### src/rtl/if_fetch_stage_pkg.sv
// Shared definitions for the instruction-fetch stage: reset vector, fetch FSM
// encoding and the exception cause code raised on a misaligned fetch.
package if_fetch_stage_pkg;

    localparam logic [31:0] RESET_PC_DEFAULT = 32'hBFC0_0000;

    // MIPS Cause.ExcCode for an address error on load or instruction fetch
    localparam logic [4:0]  EXC_CODE_ADEL    = 5'h04;

    typedef enum logic {
        FETCH = 1'b0,
        SKID  = 1'b1
    } fetch_state_e;

endpackage

### src/rtl/if_fetch_stage_skid.sv
// IF/ID pipeline register with a single-entry skid buffer. This buffer catches
// a word that completes while ID is stalled on a live instruction.
module if_id_skid_reg #(
    parameter int ADDR_W = 32
) (
    input  logic              clk,
    input  logic              reset,
    input  logic              flush_i,
    input  logic              stall_i,
    input  logic              load_i,
    input  logic [ADDR_W-1:0] pc_i,
    input  logic [31:0]       instr_i,
    input  logic              adel_i,
    output logic              valid_o,
    output logic [ADDR_W-1:0] pc_o,
    output logic [31:0]       instr_o,
    output logic              adel_o
);

    logic              valid_q;
    logic [ADDR_W-1:0] pc_q;
    logic [31:0]       instr_q;
    logic              adel_q;
    logic              full_q;
    logic [ADDR_W-1:0] skid_pc_q;
    logic [31:0]       skid_instr_q;
    logic              skid_adel_q;

    always_ff @(posedge clk or posedge reset) begin
        if (reset) begin
            valid_q <= 1'b0;
            pc_q    <= '0;
            instr_q <= '0;
            adel_q  <= 1'b0;
            full_q  <= 1'b0;
        end else if (flush_i) begin
            valid_q <= 1'b0;
            full_q  <= 1'b0;
        end else if (full_q) begin
            if (!stall_i) begin
                valid_q <= 1'b1;
                pc_q    <= skid_pc_q;
                instr_q <= skid_instr_q;
                adel_q  <= skid_adel_q;
                full_q  <= 1'b0;
            end
        end else if (load_i) begin
            if (!valid_q || !stall_i) begin
                valid_q <= 1'b1;
                pc_q    <= pc_i;
                instr_q <= instr_i;
                adel_q  <= adel_i;
            end else begin
                full_q  <= 1'b1;
            end
        end else if (!stall_i) begin
            valid_q <= 1'b0;
        end
    end

    // Skid payload is only meaningful while full_q is set, so it needs no reset
    always_ff @(posedge clk) begin
        if (load_i && !full_q && valid_q && stall_i) begin
            skid_pc_q    <= pc_i;
            skid_instr_q <= instr_i;
            skid_adel_q  <= adel_i;
        end
    end

    assign valid_o = valid_q;
    assign pc_o    = pc_q;
    assign instr_o = instr_q;
    assign adel_o  = adel_q;

endmodule

### src/rtl/if_fetch_stage.sv
// MIPS instruction-fetch stage: owns the PC and drives the imem handshake.
// It feeds the IF/ID register, with stall buffering and exception/ERET flush.
module if_fetch_stage
    import if_fetch_stage_pkg::*;
#(
    parameter int                ADDR_W   = 32,
    parameter logic [ADDR_W-1:0] RESET_PC = RESET_PC_DEFAULT
) (
    input  logic              clk,
    input  logic              reset,
    input  logic [ADDR_W-1:0] i_IF_next_pc,
    input  logic              i_flush,
    input  logic              i_ID_stall,
    output logic [ADDR_W-1:0] o_IF_current_pc,
    output logic              o_imem_req,
    output logic [ADDR_W-1:0] o_imem_addr,
    input  logic              i_imem_ack,
    input  logic [31:0]       i_imem_rdata,
    output logic              o_ID_valid,
    output logic [ADDR_W-1:0] o_ID_pc,
    output logic [31:0]       o_ID_instr,
    output logic              o_ID_exc_adel
);

    fetch_state_e      state_q, state_d;
    logic [ADDR_W-1:0] pc_q, pc_d;
    logic [ADDR_W-1:0] redirect_q, redirect_d;
    logic              pend_q, pend_d;
    logic              misaligned;
    logic              complete;
    logic              deliver;

    assign misaligned = (pc_q[1:0] != 2'b00);
    // A misaligned PC completes immediately without touching memory
    assign complete   = (state_q == FETCH) && (misaligned || i_imem_ack);
    assign deliver    = complete && !pend_q && !i_flush;

    always_comb begin
        state_d    = state_q;
        pc_d       = pc_q;
        redirect_d = redirect_q;
        pend_d     = pend_q;
        case (state_q)
            FETCH: begin
                if (complete) begin
                    pend_d = 1'b0;
                    pc_d   = (pend_q && !i_flush) ? redirect_q : i_IF_next_pc;
                    if (deliver && o_ID_valid && i_ID_stall) begin
                        state_d = SKID;
                    end
                end else if (i_flush) begin
                    redirect_d = i_IF_next_pc;
                    pend_d     = 1'b1;
                end
            end
            SKID: begin
                if (i_flush) begin
                    pc_d    = i_IF_next_pc;
                    state_d = FETCH;
                end else if (!i_ID_stall) begin
                    state_d = FETCH;
                end
            end
            default: state_d = FETCH;
        endcase
    end

    always_ff @(posedge clk or posedge reset) begin
        if (reset) begin
            state_q <= FETCH;
            pc_q    <= RESET_PC;
            pend_q  <= 1'b0;
        end else begin
            state_q <= state_d;
            pc_q    <= pc_d;
            pend_q  <= pend_d;
        end
    end

    always_ff @(posedge clk) begin
        redirect_q <= redirect_d;
    end

    assign o_IF_current_pc = pc_q;
    assign o_imem_addr     = pc_q;
    assign o_imem_req      = !reset && (state_q == FETCH) && !misaligned;

    if_id_skid_reg #(
        .ADDR_W (ADDR_W)
    ) u_if_id (
        .clk     (clk),
        .reset   (reset),
        .flush_i (i_flush),
        .stall_i (i_ID_stall),
        .load_i  (deliver),
        .pc_i    (pc_q),
        .instr_i (misaligned ? 32'h0 : i_imem_rdata),
        .adel_i  (misaligned),
        .valid_o (o_ID_valid),
        .pc_o    (o_ID_pc),
        .instr_o (o_ID_instr),
        .adel_o  (o_ID_exc_adel)
    );

endmodule

### config.mk
export PLATFORM = sky130hd
export DESIGN_NAME = if_fetch_stage
export DESIGN_NICKNAME = d
export VERILOG_FILES = /design/src/rtl/if_fetch_stage_pkg.sv /design/src/rtl/if_fetch_stage_skid.sv /design/src/rtl/if_fetch_stage.sv
export SDC_FILE = /design/constraint.sdc
export NUM_CORES = 1
export LEC_CHECK = 0
export ABC_AREA = 1
export CELL_PAD_IN_SITES_DETAIL_PLACEMENT = 0
export CELL_PAD_IN_SITES_GLOBAL_PLACEMENT = 1
export CORE_MARGIN = 2
export CORE_UTILIZATION = 40
export DETAILED_ROUTE_END_ITERATION = 8
export PLACE_DENSITY = 0.91
export SETUP_SLACK_MARGIN = 0.5
export SLEW_MARGIN = 20
export SYNTH_ARGS = -nofsm -noshare
export SYNTH_HDL_FRONTEND = slang
export SYNTH_HIERARCHICAL = 1
export SYNTH_SLANG_ARGS = --single-unit
### constraint.sdc
create_clock -name clk -period 8.6 [get_ports clk]
set_input_delay 2.15 -clock clk [delete_from_list [all_inputs] [get_ports clk]]
set_output_delay 2.15 -clock clk [all_outputs]
set_load 0.01 [all_outputs]
==> results.md, run 1 <==
* Number of rows in the core area at 54
* Final HPWL from detailed placement at approximately 13 mm
* Remaining global-route overflow at 0
* Clock Sink Count at approximately 200
* Max cap viols at 0
* Clock skew at roughly 8.6 ps
* Worst setup timing slack at the placement stage at 3080 ps
* Final nets at 1177
* Total power density per cell area at 263 mW/mm²
* Clock network power share at 26.1%
* Placer congestion estimate at 0.776
* Async set or reset register ratio after synthesis at 51.0%
* P_sw at 906 µW
* Final hold violation count at 0
* Maximum root-to-sink buffer count at 2
* Setup repair after global routing missed its margin: false
* Switching part of the total at 30.6%
* Number of synthesized register bits at 198
* Number of buffers inserted during clock tree synthesis at 17
* Dominant cell by count in the synthesized netlist: sky130_fd_sc_hd__nand2_1
* Violation count after the first detailed-routing iteration at around 350
* Worst supply voltage drop on vdd at 0.134 mV
* Die span in x at approximately 150 µm
* Maximum fanout along the worst path at 3
* Syn Std Cell Area at 0.00876 mm²
* Hold_buf cts at 0
* Pins Over Slew Limit at 0
* Sequential share of power at 44.5%
* Worst EP required at 6450 ps
* Portion of the clock cycle consumed by the worst path in the final layout at 64.1%
* Cell chain of the critical path: clkdlybuf4s50_1, nor3_1, clkdlybuf4s50_1
* Crit path largest cell delay at 560 ps
* Global-route wire length before repair at 35.5 mm
* Routed length per instance at between 15 and 20 µm
* Ratio of cells with drive above 1 in the final layout at under 10%
* PostCTS Resize Cnt at 0
* Area growth from synthesis to layout at 28.5%
* Placed cell areas at 0.0107 mm²
* Cell type contributing the most total cell area after synthesis: sky130_fd_sc_hd__edfxtp_1
* Via count at 6738
* Path type of the worst setup path: input pin to primary output
* Vias per cell at about 4.8
* Clock tree from TritonCTS: done
* Area of all placed cells without fillers at 0.0113 mm²
* All-Layer GR Usage at 19.1%
* Dominant register cell in the synthesized netlist: sky130_fd_sc_hd__edfxtp_1
* Cells after synthesis at 969
* Count of cell types in the netlist at 22
* Leakage power at 5.18 nW
* Most frequent CP cell: sky130_fd_sc_hd__clkdlybuf4s50_1
* Cell at the root of the clock tree: sky130_fd_sc_hd__clkbuf_16
* Leading cell types by count after synthesis: sky130_fd_sc_hd__nand2_1, sky130_fd_sc_hd__edfxtp_1, sky130_fd_sc_hd__dfrtp_1, sky130_fd_sc_hd__nand3_1, sky130_fd_sc_hd__buf_2
* Worst Tran Pin Value at roughly 960 ps
* CP Capture Type: primary output
* Core ar. at 0.0217 mm²
* Number of cells on the worst hold path at 2
* Total setup violations reported at the end of the flow at 0
* Net count of the mapped netlist at just over 1k
* Worst path buffer plus inverter count at 2
* Clock slew at reported path FFs at approximately 70 ps
* Antenna violations before repair at 3
* Total number of cells along the worst setup path at 3
* Number of DRC violations after detailed routing at 0
* Worst-skew pair later-pin latency at 420 ps
* Count of flip-flops with a built-in enable after synthesis at 97
* Die Ht at around 150 µm
* Ranking of synthesized cells by area: sky130_fd_sc_hd__edfxtp_1, sky130_fd_sc_hd__dfrtp_1, sky130_fd_sc_hd__nand2_1, sky130_fd_sc_hd__nand3_1, sky130_fd_sc_hd__buf_4
* Maximum frequency from static timing analysis at 182 MHz
* Highest-delay cell along the critical path: sky130_fd_sc_hd__clkdlybuf4s50_1
* Yosys Warn Count at 6
* Vias in the first global route at around 6.7k
* CTS H-Tree Depth at 4
* Top-level I/O count at 200
* Outcome: finished clean
* Routed WL at 21.7 mm
* Top-area cell type share of the netlist area at between 30% and 40%
* CP Launch Type: input pin
* Setup Buffers After CTS at 0
* Cell family contributing the most delay on the critical path: buffers and inverters
* Residual antenna-violating net count after detailed routing at 0
* Setup slack of the critical path after layout at 3090 ps
* Data arrival time of the critical path at 3360 ps
* Max-Slew Margin vs Limit at between 30% and 40%
* Post-synthesis sequential area ratio at 62.2%
* Detailed Routing Iterations Pass 1 at 4
* Final setup TNS at 0 ps
* Number of cell instances on the worst register-to-register path at 6
* Maximum number of pins on one net before global-route repair at 68
* Initial Utilization at 40.4%
* Fraction of power consumed by combinational cells at 29.4%
* I/O Buffers at roughly 200
* Path type of the worst min-delay path: flop to flop
* Post-synthesis average cell area at about 9 µm²
* Total Power Consumption at 2.96 mW
* Die Area at 0.0231 mm²
* Time the final worst path needs with I/O delays and setup at 5510 ps
* Internal cell power at 2.05 mW
==> kinds of logic after synthesis <==
group	count (synthesis)	synth area share, %
simple gates	638	29.6
flops	198	62.2
buf+inv	129	7.93
compound gates	4	0.229
==> worst register-to-register path, cell delays in order (launching register included) <==
cell and delay, ps:
sky130_fd_sc_hd__dfrtp_1 510, sky130_fd_sc_hd__inv_2 610, sky130_fd_sc_hd__nand2_2 160, sky130_fd_sc_hd__nor3_1 250, sky130_fd_sc_hd__nand2_1 140, sky130_fd_sc_hd__nor2_4 480
sky130_fd_sc_hd__buf_4 670
==> final cells by class <==
class,count,area [µm²]
Antenna cell,3,7.51
Clock buffer,24,514
Clock inverter,8,60.1
Fill cell,2026,10400
Inverter,40,151
Multi-Input combinational cell,642,2650
Sequential cell,198,5450
Tap cell,280,350
Timing Repair Buffer,209,2070
==> per-layer routing <==
layer,global-route usage [%],part of all wire (%),vias up
met4,6.19,1.6,0
met1,24.8,44,3194
met5,0,0,-
li1,-,-,3337
met2,32.4,49,182
met3,3.57,4.8,25
==> registers in the layout, summed over array words and instances (netlist names), 32 cells and up <==
| name | count |
|---|---|
| u_if_id/pc_o | 32 |
| u_if_id/instr_o | 32 |
| redirect_q | 32 |
| u_if_id/skid_pc_q | 32 |
| o_IF_current_pc | 32 |
| u_if_id/skid_instr_q | 32 |
==> worst paths after layout <==
kind	startpoint	end	slack, ps
max	reset	o_imem_req	3090
min	u_if_id/pc_o[3]	u_if_id/pc_o[3]	470
max reg2reg	state_q	u_if_id/skid_pc_q[26]	5390
min reg2reg	u_if_id/pc_o[3]	u_if_id/pc_o[3]	470
max in group asynchronous	reset	u_if_id/full_q	5560
min in group asynchronous	reset	o_IF_current_pc[2]	2250
==> metrics by stage <==
step / hold slack (ps) / utilization, % / std cells
after detailed placement: 457 / 49.2 / 1369
after global placement: 453 / 49.2 / 1369
after global routing: 488 / 51.9 / 1402
final: 469 / 51.9 / 1404
after floorplan: 489 / - / 969
after CTS: 475 / 51.8 / 1401
==> power groups by stage <==
| stage | Clock, mW | Combinational (mW) | Sequential, mW |
|---|---|---|---|
| floorplan | 0 | 0.362 | 1.38 |
| global placement | 0 | 0.865 | 1.33 |
| detailed placement | 0 | 0.879 | 1.34 |
| CTS | 0.789 | 0.882 | 1.32 |
| global route | 0.833 | 0.951 | 1.34 |
| finish | 0.774 | 0.870 | 1.32 |
==> cell usage in the layout (no fill, tap or decap), drive strengths merged <==
| cell | count |
|---|---|
| buf | 10 |
| clkdlybuf4s50 | 199 |
| nand3 | 69 |
| diode | 3 |
| dfstp | 9 |
| edfxtp | 97 |
| clkbuf | 24 |
| inv | 41 |
| nand4 | 32 |
| nor3 | 3 |
| nand2 | 495 |
| o21ai | 4 |
| nor2 | 39 |
| clkinv | 4 |
| dfrtp | 92 |
| clkinvlp | 3 |
(Power assumes the default switching activity.)
==> run 2: changes to the inputs <==
- CORE_UTILIZATION: 40 -> 34
- PLACE_DENSITY: 0.91 -> 0.83
- clock period: 8.6 -> 4.6 ns (I/O delays scaled with it)
==> run 2 against run 1 <==
Count of clock-buffer cells in the layout fell by 6. Clock power rose by 87%. Critical path depth did not move. Sequential power rose by 86%. Power rose by 87%. Cell count rose by 3.6%. Via count fell by 0.43%. Worst setup slack got worse by 2000 ps.
==> results.md, run 2 (same netlist as run 1, synthesis figures left out) <==
* Inst Count DP at 1420 (was 1369)
* Minimum setup slack among reg-to-reg paths at 1900 ps (was 5390 ps)
* Time the final worst path needs with I/O delays and setup at 3520 ps
* Maximum frequency from static timing analysis at 284 MHz
* All-Layer GR Usage at 16.7% (was 19.1%)
* Via count at 6709 (was 6738)
* Worst-skew pair later-pin latency at 440 ps (was 420 ps)
* Vias in the first global route at 6461 (was 6699)
* Top-level I/O count at 200 (unchanged)
* Number of buffers inserted during clock tree synthesis at 17 (unchanged)
* Highest-delay cell along the critical path: sky130_fd_sc_hd__clkdlybuf4s50_1 (unchanged)
* Clock slew at reported path FFs at 70 ps (about the same)
* Path type of the worst min-delay path: flop to flop (unchanged)
* Path type of the worst setup path: input pin to primary output (unchanged)
* Pins Over Slew Limit at 0 (unchanged)
* Remaining global-route overflow at 0 (unchanged)
* Count of placed standard cells in the final layout, fillers left out at 1454 (was 1404)
* Number of rows in the core area at 58 (was 54)
* Number of cell instances on the worst register-to-register path at 9 (was 6)
* Core ar. at 0.0253 mm² (was 0.0217 mm²)
* Post-route core utilization at 44.8% (was 51.9%)
* Detailed Routing Iterations Pass 1 at 6 (was 4)
* Data arrival time of the critical path at 2370 ps (was 3360 ps)
* Maximum fanout along the worst path at 3 (unchanged)
* Final nets at 1178 (was 1177)
* Worst EP required at 3450 ps (was 6450 ps)
* Routed WL at 21.9 mm (was 21.7 mm)
* Initial Utilization at 34.7% (was 40.4%)
* Hold_buf cts at 0 (unchanged)
* Worst setup timing slack at the placement stage at 1070 ps (was 3080 ps)
* Routed length per instance at 15.1 µm (was 15.5 µm)
* Total power density per cell area at 489 mW/mm² (was 263 mW/mm²)
* Final HPWL from detailed placement at 14.0 mm (was 13.1 mm)
* CTS H-Tree Depth at 4 (unchanged)
* Endpoint, Worst Hold: u_if_id/instr_o[4] (was u_if_id/pc_o[3])
* Vias per cell at 4.61 (was 4.80)
* Residual antenna-violating net count after detailed routing at 0 (unchanged)
* Clock skew at 10.7 ps (was 8.56 ps)
* Maximum root-to-sink buffer count at 2 (unchanged)
* Number of DRC violations after detailed routing at 0 (unchanged)
* Die Ht at 165 µm (was 152 µm)
* Launch instance of the worst register-to-register path: state_q (unchanged)
* I/O Buffers at 199 (unchanged)
* Number of cells on the worst hold path at 2 (unchanged)
* Cell chain of the critical path: clkdlybuf4s50_1, nor3_1, clkdlybuf4s50_1 (unchanged)
* Number of filler instances in the final layout at 2467 (was 2026)
* Hold_sp: u_if_id/instr_o[4] (was u_if_id/pc_o[3])
* Commonest cells after routing, fill and taps aside: sky130_fd_sc_hd__nand2_1, sky130_fd_sc_hd__clkdlybuf4s50_1, sky130_fd_sc_hd__edfxtp_1 (unchanged)
* Violation count after the first detailed-routing iteration at 421 (was 347)
* Die Area at 0.0271 mm² (was 0.0231 mm²)
* CP Capture Type: primary output (unchanged)
* Most common cell after layout, fill and taps aside: sky130_fd_sc_hd__nand2_1 (unchanged)
* Leakage power at 5.18 nW (about the same)
* Ratio of cells with drive above 1 in the final layout at 5.97% (was 5.71%)
* Global-route wire length before repair at 34.9 mm (was 35.5 mm)
* Max cap viols at 0 (unchanged)
* Maximum number of pins on one net before global-route repair at 67 (was 68)
* Total setup violations reported at the end of the flow at 0 (unchanged)
* Final hold violation count at 0 (unchanged)
* FF-to-FF End: u_if_id/instr_o[22] (was u_if_id/skid_pc_q[26])
* Setup repair after global routing missed its margin: false (unchanged)
* Setup Buffers After CTS at 0 (unchanged)
* Portion of the clock cycle consumed by the worst path in the final layout at 76.4%
* Most frequent CP cell: sky130_fd_sc_hd__clkdlybuf4s50_1 (unchanged)
* Antenna violations before repair at 2 (was 3)
* Clock tree from TritonCTS: done (unchanged)
* PostCTS Resize Cnt at 0 (unchanged)
* Die span in x at 165 µm (was 152 µm)
* Worst Tran Pin Value at 958 ps (was 960 ps)
* Clock Sink Count at 198 (unchanged)
* Worst supply voltage drop on vdd at 0.179 mV (was 0.134 mV)
* Outcome: finished clean (unchanged)
* Setup slack of the critical path after layout at 1080 ps (was 3090 ps)
* Final setup TNS at 0 ps (unchanged)
* Crit path largest cell delay at 570 ps (was 560 ps)
* Area growth from synthesis to layout at 29.2% (was 28.5%)
* Hold_ws at 470 ps (was 469 ps)
* Cell at the root of the clock tree: sky130_fd_sc_hd__clkbuf_16 (unchanged)
* CP Launch Type: input pin (unchanged)
* Max-Slew Margin vs Limit at 36.0% (was 35.9%)
* Placer congestion estimate at 0.766 (was 0.776)
[run 2: cell count changes in the layout (fill, tap and decap cells not counted), sizes merged]
cell / change
buf: +1
diode: -1
inv: +3
clkinvlp: -1
clkinv: +4
clkbuf: -6
[run 2: metal layers]
metal	GRT usage, %	up-vias	share of wire [%]
met5	0	-	0
met4	6.17	0	2.0
met3	3.92	28	4.9
met2	27.5	180	48
met1	21.6	3159	45
li1	-	3342	-
[run 2: critical path, delay by kind of cell]
kind | cells | cell delay [ps]
buffers and inverters | 2 | 1030
and+or+nand+nor | 1 | 190
[run 2: worst max path at each step]
stage | startpoint | to | slack [ps]
after floorplan | i_imem_ack | u_if_id/skid_adel_q | 890
after global placement | reset | o_imem_req | 1070
after detailed placement | reset | o_imem_req | 1070
after CTS | reset | o_imem_req | 1070
after global routing | reset | o_imem_req | 990
final | reset | o_imem_req | 1080
[run 2: power breakdown]
part / switching (mW) / total [mW] / leakage [nW] / internal [mW]
Clock: 0.734 / 1.45 / 0.272 / 0.720
Combinational: 0.797 / 1.62 / 2.76 / 0.822
Sequential: 0.235 / 2.46 / 2.15 / 2.22
Total: 1.77 / 5.53 / 5.18 / 3.77
[run 2: final cells by class]
cell class                      count  area, µm²  share of cell area, %
Sequential cell                   198       5450                   48.2
Multi-Input combinational cell    642       2650                   23.4
Timing Repair Buffer              210       2070                   18.3
Clock buffer                       18        429                   3.79
Tap cell                          330        413                   3.65
Inverter                           40        151                   1.34
Clock inverter                     14        138                   1.22
Antenna cell                        2       5.00                 0.0442
[run 2: through the flow]
step | cell area [µm²] | power, mW
after floorplan | 8760 | 3.26
after global placement | 10700 | 4.12
after detailed placement | 10700 | 4.14
after CTS | 11300 | 5.60
after global routing | 11300 | 5.87
final | 11300 | 5.53
